**config.mk**
```make
export PLATFORM = sky130hd
export DESIGN_NAME = std_debouncer
export DESIGN_NICKNAME = d
export VERILOG_FILES = /design/src/rtl/std_debouncer_pkg.sv /design/src/rtl/std_debouncer_channel.sv /design/src/rtl/std_debouncer.sv
export SDC_FILE = /design/constraint.sdc
export NUM_CORES = 1
export LEC_CHECK = 0
export BUFFER_PORTS_ARGS = -buffer_cell sky130_fd_sc_hd__buf_2
export CORE_AREA = 2 2 39 41
export DETAILED_ROUTE_END_ITERATION = 8
export DIE_AREA = 0 0 41 43
export PLACE_DENSITY_LB_ADDON = 0.25
export SLEW_MARGIN = 20
export SYNTH_ARGS = -nofsm -noshare
export SYNTH_HDL_FRONTEND = slang
export SYNTH_SLANG_ARGS = --single-unit
export TNS_END_PERCENT = 5
```
**constraint.sdc**
```tcl
create_clock -name i_clk -period 1.5 [get_ports i_clk]
set_clock_uncertainty 0.15 [all_clocks]
set_input_delay 0.075 -clock i_clk [delete_from_list [all_inputs] [get_ports i_clk]]
set_output_delay 0.075 -clock i_clk [all_outputs]
set_load 0.01 [all_outputs]
```
**src/rtl/std_debouncer_pkg.sv**
```systemverilog
// Shared types and helpers for the multi-bit input debouncer.
package std_debouncer_pkg;

  typedef enum logic {
    STABLE   = 1'b0,
    COUNTING = 1'b1
  } state_e;

  // Width of a counter that must reach STABLE_CYCLES-1; never below one bit.
  function automatic int cnt_width(input int stable_cycles);
    return (stable_cycles < 1) ? 1 : $clog2(stable_cycles + 1);
  endfunction

endpackage

```
**src/rtl/std_debouncer_channel.sv**
```systemverilog
// Single-bit debounce FSM: o_data follows the synchronised input only after
// it has differed from o_data for STABLE_CYCLES consecutive cycles.
module std_debouncer_channel
  import std_debouncer_pkg::*;
#(
  parameter int   STABLE_CYCLES = 4,
  parameter logic INITIAL_VALUE = 1'b0
) (
  input  logic i_clk,
  input  logic i_rst,
  input  logic i_clear,
  input  logic i_sync,
  output logic o_data,
  output logic o_busy
);

  localparam int             CW       = cnt_width(STABLE_CYCLES);
  localparam logic [CW-1:0]  CNT_LAST = CW'(STABLE_CYCLES - 1);

  state_e        state;
  logic [CW-1:0] cnt;

  // NOTE: state, counter and o_data all use non-blocking assignments so every
  // branch reads the pre-edge values; blocking here would create ordering races.
  always_ff @(posedge i_clk) begin
    if (i_rst || i_clear) begin
      state  <= STABLE;
      cnt    <= '0;
      o_data <= INITIAL_VALUE;
    end else begin
      case (state)
        STABLE: begin
          if (i_sync != o_data) begin
            if (STABLE_CYCLES == 1) begin
              o_data <= i_sync;
            end else begin
              state <= COUNTING;
              cnt   <= CW'(1);
            end
          end
        end
        COUNTING: begin
          if (i_sync == o_data) begin
            state <= STABLE;
            cnt   <= '0;
          end else if (cnt == CNT_LAST) begin
            o_data <= i_sync;
            state  <= STABLE;
            cnt    <= '0;
          end else begin
            cnt <= cnt + 1'b1;
          end
        end
        default: begin
          state <= STABLE;
          cnt   <= '0;
        end
      endcase
    end
  end

  assign o_busy = (state == COUNTING);

endmodule

```
**src/rtl/std_debouncer.sv**
```systemverilog
// Multi-bit debouncer: synchroniser chain into i_clk, then one independent
// debounce channel per bit.
module std_debouncer
  import std_debouncer_pkg::*;
#(
  parameter int               WIDTH         = 1,
  parameter int               SYNC_STAGES   = 2,
  parameter int               STABLE_CYCLES = 4,
  parameter logic [WIDTH-1:0] INITIAL_VALUE = '0
) (
  input  logic             i_clk,
  input  logic             i_rst,
  input  logic             i_clear,
  input  logic [WIDTH-1:0] i_data,
  output logic [WIDTH-1:0] o_data,
  output logic [WIDTH-1:0] o_busy
);

  if (SYNC_STAGES < 2 || SYNC_STAGES > 4) begin : g_bad_sync_stages
    $error("std_debouncer: SYNC_STAGES=%0d outside 2..4", SYNC_STAGES);
  end
  if (STABLE_CYCLES < 1 || STABLE_CYCLES > 65535) begin : g_bad_stable_cycles
    $error("std_debouncer: STABLE_CYCLES=%0d outside 1..65535", STABLE_CYCLES);
  end

  logic [WIDTH-1:0] sync_q [SYNC_STAGES];

  // NOTE: the synchroniser array is reset like any other flop: a clear must
  // flush stale samples, otherwise they would re-qualify after release.
  always_ff @(posedge i_clk) begin
    if (i_rst || i_clear) begin
      for (int k = 0; k < SYNC_STAGES; k++) sync_q[k] <= INITIAL_VALUE;
    end else begin
      sync_q[0] <= i_data;
      for (int k = 1; k < SYNC_STAGES; k++) sync_q[k] <= sync_q[k-1];
    end
  end

  for (genvar b = 0; b < WIDTH; b++) begin : g_ch
    std_debouncer_channel #(
      .STABLE_CYCLES (STABLE_CYCLES),
      .INITIAL_VALUE (INITIAL_VALUE[b])
    ) u_ch (
      .i_clk   (i_clk),
      .i_rst   (i_rst),
      .i_clear (i_clear),
      .i_sync  (sync_q[SYNC_STAGES-1][b]),
      .o_data  (o_data[b]),
      .o_busy  (o_busy[b])
    );
  end

endmodule

```
==> qor.txt, run 1 <==
clk sinks: 7
diode count: 0
number of detailed-route iterations in the first pass: 3
Die Ht: 43 um
pin count of the biggest net entering global routing: 8
ANT nets after route: 0
slowest CP cell: dfxtp_1
htree depth: 1
fin util: 27.9%
commonest non-fill, non-tap cell in the layout: dfxtp_1
most frequent cells in the layout: 7 x dfxtp_1, 5 x buf_2, 3 x clkbuf_4, 3 x dlygate4sd3_1
CTS resizes: 0
Slew @ Worst Pin: 0.312 ns
leakage: 0.000196 uW
setup TNS: 0 ns
initial antenna violation count: 0
FF+latch count, synth: 7
Slew Viols, Final: 0
vias in the first global route: 215
worst-path maximum fanout: 3
Global Route Usage Sum: 7.57%
Seq/Total Area, Yosys: 49.3%
worst setup path class: reg -> reg
number of core rows: 14
yosys warns: 0
DRT Wirelength: 468 um
CP Capture Type: flop
worst path cell trace: ha_1 > nor2b_1 > and4b_1 > o21a_1
Die Wd: 41 um
die footprint: 0.00176 mm^2
Ports: 6
post-route design area: 387 um^2
nets: 44
worst-skew pair later-pin latency: 0.25 ns
routed len/inst: 8.67 um
DR WL met3: 28 um
clk slew on worst S/H paths: 0.06 ns
placer congestion estimate: 0.586
# Max-Cap Violations: 0
total gr overflow: 0
met2 WL post-DR: 232 um
startpoint types: flop
power density over the cells: 958 mW/mm^2
syn avg cell area: 10.9 um^2
cts bufs inserted: 3
Rel. slew slack: 79.1%
Fin. Hold Viols: 0
Layout area overhead: 36.1%
final worst path period need: 1.34 ns
Core ar.: 0.00138 mm^2
PortBufs: 5
CTS tree: yes
Peak VDD IR: 0.371 mV
Initial Util: 20.5%
vias per inst: 4.28
RSZ-0062 raised after global routing: false
Critical Path AT: 1.32 ns
highest routed metal layer: met4
Yosys cell types: 18
DRT iter0 DRCs: 2
share of cells above drive strength 1: 31.6%
hold crit path type: reg -> reg
DR vias: 231
Fmax achieved: 748 MHz
peak per-stage delay on the critical path: 0.34 ns
mapped cell area: 284 um^2
Longest Clk Path Bufs: 2
Post-route DRC: 0
Final Cycle Share: 89.2%
global-route wire length before repair: 848 um
Post-DP Area: 329 um^2
Post-Syn Nets: 31
Worst EP required: 1.48 ns
cells after synthesis: 26
wl on met1: 197 um
status: finished, final reports clean
Root Driver: clkbuf_4
Setup violations, final: 0
power breakdown:
part	switching, uW	internal (uW)
Clock	68.6	97.3
Combinational	5.46	10.0
Sequential	1.01	188
worst paths after layout:
path                                       endpoint  slack, ns  cells after the start                start
worst max-delay path            g_ch[0].u_ch.cnt[1]       0.16                      4  g_ch[0].u_ch.cnt[0]
worst min-delay path                   sync_q[0][1]       0.29                      1         sync_q[0][0]
worst max register to register  g_ch[0].u_ch.cnt[1]       0.16                      4  g_ch[0].u_ch.cnt[0]
worst min register to register         sync_q[0][1]       0.29                      1         sync_q[0][0]
final cells by class:
| class | count | area, um^2 |
|---|---|---|
| Clock buffer | 3 | 22.5 |
| Clock inverter | 1 | 5.00 |
| Fill cell | 148 | 997 |
| Multi-Input combinational cell | 19 | 144 |
| Sequential cell | 7 | 140 |
| Tap cell | 16 | 20.0 |
| Timing Repair Buffer | 8 | 55.1 |
sequential cells by signal (all words and copies together), names as in the netlist:
name / count
g_ch.u_ch.cnt: 3
g_ch.u_ch.o_busy: 1
sync_q: 2
g_ch.u_ch.o_data: 1
worst max-delay path: cells and delay by family, from the launching register on:
kind	cells	cell delay, ns
adders and majority gates	1	0.21
DFF	1	0.34
and+or+nand+nor	2	0.37
AOI/OAI and AO/OA	1	0.16
what timing repair did:
item	CTS	global route
endpoints found under the hold margin	3	0
buffers inserted	0	0
hold buffers	3	0
cells by family (layout without fill, tap and decap cells):
| logic type | after synthesis | in the layout | synth area share, % |
|---|---|---|---|
| flip-flops | 7 | 7 | 49.3 |
| AND/OR/NAND/NOR | 12 | 12 | 27.3 |
| XOR/XNOR | 1 | 1 | 5.73 |
| AO/OA/AOI/OAI | 4 | 4 | 9.69 |
| multiplexers | 1 | 1 | 3.52 |
| buffers and inverters | 0 | 12 | 0 |
| adder cells (fa/ha/maj) | 1 | 1 | 4.40 |
through the flow:
| step | total power (uW) | setup WS [ns] | instances | hold WS, ns |
|---|---|---|---|---|
| after floorplan | 197 | 0.277 | 26 | 0.00179 |
| after global placement | 202 | 0.206 | 47 | 0.104 |
| after detailed placement | 203 | 0.169 | 47 | 0.107 |
| after CTS | 377 | 0.157 | 54 | 0.298 |
| after global routing | 394 | 0.0584 | 54 | 0.308 |
| final | 370 | 0.162 | 54 | 0.292 |
per-layer routing:
| metal | vias up | GRT usage [%] |
|---|---|---|
| li1 | 117 | - |
| met1 | 108 | 8.50 |
| met2 | 4 | 9.69 |
| met3 | 2 | 3.14 |
| met4 | 0 | 8.00 |
| met5 | - | 0 |
cell usage after synthesis:
cell / number / area, um^2
nand3b_1: 2 / 15.0
ha_1: 1 / 12.5
xor2_2: 1 / 16.3
and3_2: 1 / 7.51
dfxtp_1: 7 / 140
nor3_1: 1 / 5.00
nor2_1: 1 / 3.75
and2_1: 2 / 12.5
o211a_1: 1 / 10.0
nor3b_1: 1 / 7.51
o21a_1: 1 / 7.51
o21ai_0: 1 / 5.00
mux2i_1: 1 / 10.0
a21oi_1: 1 / 5.00
nor2b_1: 1 / 6.26
nand2_1: 1 / 3.75
or2_2: 1 / 6.26
and4b_1: 1 / 10.0
Power figures use the tool's default switching activity.
==> run 2, diff against run 1 <==
Clock period 1.5 ns to 1.2 ns, I/O delays scaled along.
==> run 2 against run 1 <==
Against the previous run: the flow now finishes with violations (negative setup slack); flip-flop and latch count did not move; largest power group unchanged; critical path type unchanged; non-clock buffer count rose by 1; die area unchanged.
==> qor.txt, run 2 (synthesized netlist as in run 1, its figures left out) <==
CP Capture Type: flop (unchanged)
worst setup path class: reg -> reg (unchanged)
CTS tree: yes (unchanged)
setup TNS: -0.0133 ns (was 0 ns)
DRT iter0 DRCs: 0 (was 2)
placed cell count: 48 (was 47)
total gr overflow: 0 (unchanged)
hold path start: sync_q[0][0] (unchanged)
pin count of the biggest net entering global routing: 8 (unchanged)
vias in the first global route: 211 (was 215)
diode count: 0 (unchanged)
Worst EP required: 1.19 ns (was 1.48 ns)
Die Ht: 43 um (unchanged)
number of detailed-route iterations in the first pass: 1 (was 3)
leakage: 0.000197 uW (was 0.000196 uW)
Initial Util: 20.5% (unchanged)
status: complete, but fails checks (was finished, final reports clean)
failing checks: negative setup slack
global-route wire length before repair: 848 um (unchanged)
# fillers: 159 (was 148)
Reg with most FFs: g_ch.u_ch.cnt (unchanged)
Final WS setup: -0.0133 ns (was 0.162 ns)
ANT nets after route: 0 (unchanged)
nets: 45 (was 44)
power density over the cells: 1120 mW/mm^2 (was 958 mW/mm^2)
final worst path period need: 1.21 ns (was 1.34 ns)
worst-skew pair later-pin latency: 0.25 ns (about the same)
Layout area overhead: 47.6% (was 36.1%)
htree depth: 1 (unchanged)
Global Route Usage Sum: 7.76% (was 7.57%)
worst-path maximum fanout: 3 (unchanged)
Die Wd: 41 um (unchanged)
clk sinks: 7 (unchanged)
fin util: 30.3% (was 27.9%)
Fmax achieved: 824 MHz (was 748 MHz)
Longest Clk Path Bufs: 2 (unchanged)
most frequent cells in the layout: 5 x buf_2, 4 x dfxtp_1, 3 x clkbuf_4, 3 x dfxtp_2, 3 x dlygate4sd3_1 (was 7 x dfxtp_1, 5 x buf_2, 3 x clkbuf_4, 3 x dlygate4sd3_1)
Ports: 6 (unchanged)
Critical Path AT: 1.20 ns (was 1.32 ns)
vias per inst: 4.02 (was 4.28)
clk slew on worst S/H paths: 0.05 ns (was 0.06 ns)
placer congestion estimate: 0.617 (was 0.586)
Peak VDD IR: 0.370 mV (was 0.371 mV)
PortBufs: 5 (unchanged)
worst reg2reg path depth: 4 (unchanged)
Core ar.: 0.00138 mm^2 (unchanged)
hold crit path type: reg -> reg (unchanged)
# Max-Cap Violations: 0 (unchanged)
cts bufs inserted: 3 (unchanged)
r2r setup slk: -0.01 ns (was 0.16 ns)
final cell count without fillers: 55 (was 54)
R2R Path Start: g_ch[0].u_ch.cnt[1] (was g_ch[0].u_ch.cnt[0])
share of cells above drive strength 1: 46.2% (was 31.6%)
Fin. Hold Viols: 0 (unchanged)
Rel. slew slack: 83.4% (was 79.1%)
hold depth: 1 (unchanged)
routed len/inst: 8.73 um (was 8.67 um)
RSZ-0062 raised after global routing: true (was false)
worst r2r dst: g_ch[0].u_ch.cnt[1] (unchanged)
DRT Wirelength: 480 um (was 468 um)
Hold Path End: sync_q[0][1] (unchanged)
Final Cycle Share: 101% (was 89.2%)
die footprint: 0.00176 mm^2 (unchanged)
max reg flops: 3 (unchanged)
initial antenna violation count: 0 (unchanged)
Slew Viols, Final: 0 (unchanged)
Slew @ Worst Pin: 0.249 ns (was 0.312 ns)
Hold Slack: 0.276 ns (was 0.292 ns)
Setup violations, final: 1 (was 0)
Pwr Total: 469 uW (was 370 uW)
Post-route DRC: 0 (unchanged)
Top Registers: g_ch.u_ch.cnt: 3 flops, sync_q: 2 flops (unchanged)
Root Driver: clkbuf_4 (unchanged)
DR vias: 221 (was 231)
post-DP HPWL: 385 um
commonest non-fill, non-tap cell in the layout: buf_2 (was dfxtp_1)
startpoint types: flop (unchanged)
number of core rows: 14 (unchanged)
## run 2: critical path, stage by stage (launching register included)
cell	delay (ns)
dfxtp_2	0.34
ha_4	0.14
nor2b_4	0.12
and4b_1	0.19
o21a_1	0.16
## run 2: power by group
group          switching [uW]  internal (uW)  total (uW)
Clock                    85.4            127         212
Combinational            7.58           13.3        20.9
Sequential               1.29            235         236
Total                    94.3            375         469
## run 2: how the worst max path moves through the flow
stage                     depth (start not counted)                start  slack [ns]                  end
after global placement                            4  g_ch[0].u_ch.cnt[1]       -0.03  g_ch[0].u_ch.cnt[1]
final                                             4  g_ch[0].u_ch.cnt[1]       -0.01  g_ch[0].u_ch.cnt[1]
after CTS                                         4  g_ch[0].u_ch.cnt[1]       -0.03  g_ch[0].u_ch.cnt[1]
after global routing                              4  g_ch[0].u_ch.cnt[0]       -0.07  g_ch[0].u_ch.cnt[1]
after floorplan                                   4  g_ch[0].u_ch.cnt[0]        0.02  g_ch[0].u_ch.cnt[1]
after detailed placement                          4  g_ch[0].u_ch.cnt[1]       -0.04  g_ch[0].u_ch.cnt[1]
## run 2: final cells by class
cell class,instances,area [um^2],share of cell area (%)
Sequential cell,7,144,34.3
Tap cell,16,20.0,4.78
Timing Repair Buffer,9,62.6,14.9
Clock buffer,4,26.3,6.27
Multi-Input combinational cell,19,166,39.7
## run 2: repair_timing
action / CTS / global route
endpoints found under the hold margin: 5 / 0
hold buffers: 3 / 0
pin swaps: 0 / 1
resized for setup: 1 / 2
endpoints found under the setup margin: 1 / 6
buffers inserted: 0 / 0
## run 2: per-layer routing
metal  routed length (um)  track usage, %  vias up
li1                     -               -      119
met1                  203            8.47       98
met2                  249            10.3        4
met3                   27            3.14        0
met4                    0            8.00        0
met5                    0               0        -
## run 2: per-stage QoR
step | setup slack, ns | instance area [um^2]
after global routing | -0.0667 | 419
after floorplan | 0.0156 | 299
after detailed placement | -0.0385 | 352
after CTS | -0.0266 | 415
final | -0.0133 | 419
after global placement | -0.0342 | 352
==> run 3, diff against run 2 <==
Settings changed: CAP_MARGIN from default to 20, PLACE_DENSITY from default to 0.44, PLACE_DENSITY_LB_ADDON 0.25 to default.
==> run 3 against run 2 <==
Against the previous run: global-route usage increased by 0.29 points; first-iteration DRC count unchanged; largest power group unchanged; flip-flop and latch count unchanged; the run still ends with negative setup slack left; fmax shrank 0.32%; non-clock buffer count rose by 1; routed wire length increased by 14%; combinational power is 6% higher; critical path depth unchanged; highest routed layer unchanged.
==> qor.txt, run 3 (synthesized netlist as in run 1, its figures left out) <==
Post-route DRC: 0 (unchanged)
Pwr Total: 475 uW (was 469 uW)
ANT nets after route: 0 (unchanged)
PortBufs: 5 (unchanged)
nets: 46 (was 45)
status: complete, but fails checks (unchanged)
Core ar.: 0.00138 mm^2 (unchanged)
Worst EP required: 1.19 ns (about the same)
Global Route Usage Sum: 8.06% (was 7.76%)
initial antenna violation count: 0 (unchanged)
commonest non-fill, non-tap cell in the layout: buf_2 (unchanged)
Fin. Hold Viols: 0 (unchanged)
hold crit path type: reg -> reg (unchanged)
leakage: 0.000205 uW (was 0.000197 uW)
Slew Viols, Final: 0 (unchanged)
sequential share of power: 49.7% (was 50.3%)
# Max-Cap Violations: 0 (unchanged)
htree depth: 1 (unchanged)
DRT iter0 DRCs: 0 (unchanged)
global-route wire length before repair: 903 um (was 848 um)
vias per inst: 4.29 (was 4.02)
startpoint types: flop (unchanged)
Die Wd: 41 um (unchanged)
Top Registers: g_ch.u_ch.cnt: 3 flops, sync_q: 2 flops (unchanged)
setup TNS: -0.0172 ns (was -0.0133 ns)
routed len/inst: 9.80 um (was 8.73 um)
vias in the first global route: 249 (was 211)
total gr overflow: 0 (unchanged)
CP Capture Type: flop (unchanged)
RSZ-0062 raised after global routing: true (unchanged)
Int Power: 371 uW (was 375 uW)
post-route design area: 433 um^2 (was 419 um^2)
number of core rows: 14 (unchanged)
Root Driver: clkbuf_4 (unchanged)
power density over the cells: 1100 mW/mm^2 (was 1120 mW/mm^2)
failing checks: negative setup slack (unchanged)
clk sinks: 7 (unchanged)
worst-skew pair later-pin latency: 0.25 ns (about the same)
CTS tree: yes (unchanged)
worst-path maximum fanout: 3 (unchanged)
most frequent cells in the layout: 5 x buf_2, 4 x dfxtp_2, 3 x clkbuf_4, 3 x dfxtp_1, 3 x dlygate4sd3_1 (was 5 x buf_2, 4 x dfxtp_1, 3 x clkbuf_4, 3 x dfxtp_2, 3 x dlygate4sd3_1)
Longest Clk Path Bufs: 2 (unchanged)
Gate power share: 4.7% (was 4.5%)
share of cells above drive strength 1: 55.0% (was 46.2%)
Final Cycle Share: 101% (about the same)
Peak VDD IR: 0.445 mV (was 0.370 mV)
DRT Wirelength: 549 um (was 480 um)
DR vias: 240 (was 221)
cts bufs inserted: 3 (unchanged)
pin count of the biggest net entering global routing: 8 (unchanged)
P_sw: 104 uW (was 94.3 uW)
clk slew on worst S/H paths: 0.06 ns (was 0.05 ns)
Fmax achieved: 822 MHz (was 824 MHz)
placed cell count: 48 (unchanged)
worst setup path class: reg -> reg (unchanged)
Ports: 6 (unchanged)
placer congestion estimate: 0.641 (was 0.617)
Layout area overhead: 52.4% (was 47.6%)
Critical Path AT: 1.21 ns (was 1.20 ns)
Reg with most FFs: g_ch.u_ch.cnt (unchanged)
clock share of power: 45.6% (was 45.2%)
number of detailed-route iterations in the first pass: 1 (unchanged)
Final WS setup: -0.0172 ns (was -0.0133 ns)
Slew @ Worst Pin: 0.239 ns (was 0.249 ns)
Post-DP Area: 352 um^2 (unchanged)
Die Ht: 43 um (unchanged)
fin util: 31.3% (was 30.3%)
final cell count without fillers: 56 (was 55)
diode count: 0 (unchanged)
max reg flops: 3 (unchanged)
sw frac: 22.0% (was 20.1%)
Setup violations, final: 1 (unchanged)
Rel. slew slack: 84.0% (was 83.4%)
die footprint: 0.00176 mm^2 (unchanged)
Initial Util: 20.5% (unchanged)
final worst path period need: 1.22 ns (was 1.21 ns)
==> run 3: layer usage <==
metal	up-vias	track usage, %	share of wire [%]
met1	116	7.14	39
met3	0	2.09	5.1
met2	5	12.2	56
met4	0	10.0	0
met5	-	0	0
li1	119	-	-
==> run 3: worst max-delay path, cell delays in order, from the launching register on <==
cell and delay (ns):
dfxtp_2 0.34, ha_4 0.14, nor2b_4 0.13, and4b_1 0.19, o21a_1 0.16
==> run 3: metrics by stage <==
stage,hold WS [ns],setup slack (ns)
floorplan,-0.0132,0.0156
global placement,0.0873,-0.0289
detailed placement,0.0967,-0.0509
CTS,0.291,-0.0344
global route,0.315,-0.0609
finish,0.287,-0.0172
==> run 3: what timing repair did <==
action	CTS	global route
hold buffers	3	0
setup buffers	0	1
pin swaps	0	1
resized for setup	2	4
endpoints found under the setup margin	1	6
endpoints found under the hold margin	5	0
==> run 3: path summary, 6_finish.rpt <==
kind,cells after the start,start,end,slack [ns]
min,1,sync_q[0][0],sync_q[0][1],0.29
max reg2reg,4,g_ch[0].u_ch.cnt[1],g_ch[0].u_ch.cnt[1],-0.02
min reg2reg,1,sync_q[0][0],sync_q[0][1],0.29
max,4,g_ch[0].u_ch.cnt[1],g_ch[0].u_ch.cnt[1],-0.02
==> run 3: layout make-up <==
| class | count | area (um^2) |
|---|---|---|
| clock buffers | 3 | 22.5 |
| clock inverters | 1 | 5.00 |
| flip-flops and latches | 7 | 145 |
| fillers | 154 | 951 |
| multi-input cells | 19 | 170 |
| repair buffers | 10 | 70.1 |
| well taps | 16 | 20.0 |
==> run 3: power by group through the flow <==
stage / registers [uW] / clock network [uW] / logic [uW]
floorplan: 241 / 0 / 5.35
global placement: 241 / 0 / 12.4
detailed placement: 241 / 0 / 13.2
CTS: 236 / 232 / 20.5
global route: 236 / 242 / 24.8
finish: 236 / 217 / 22.2
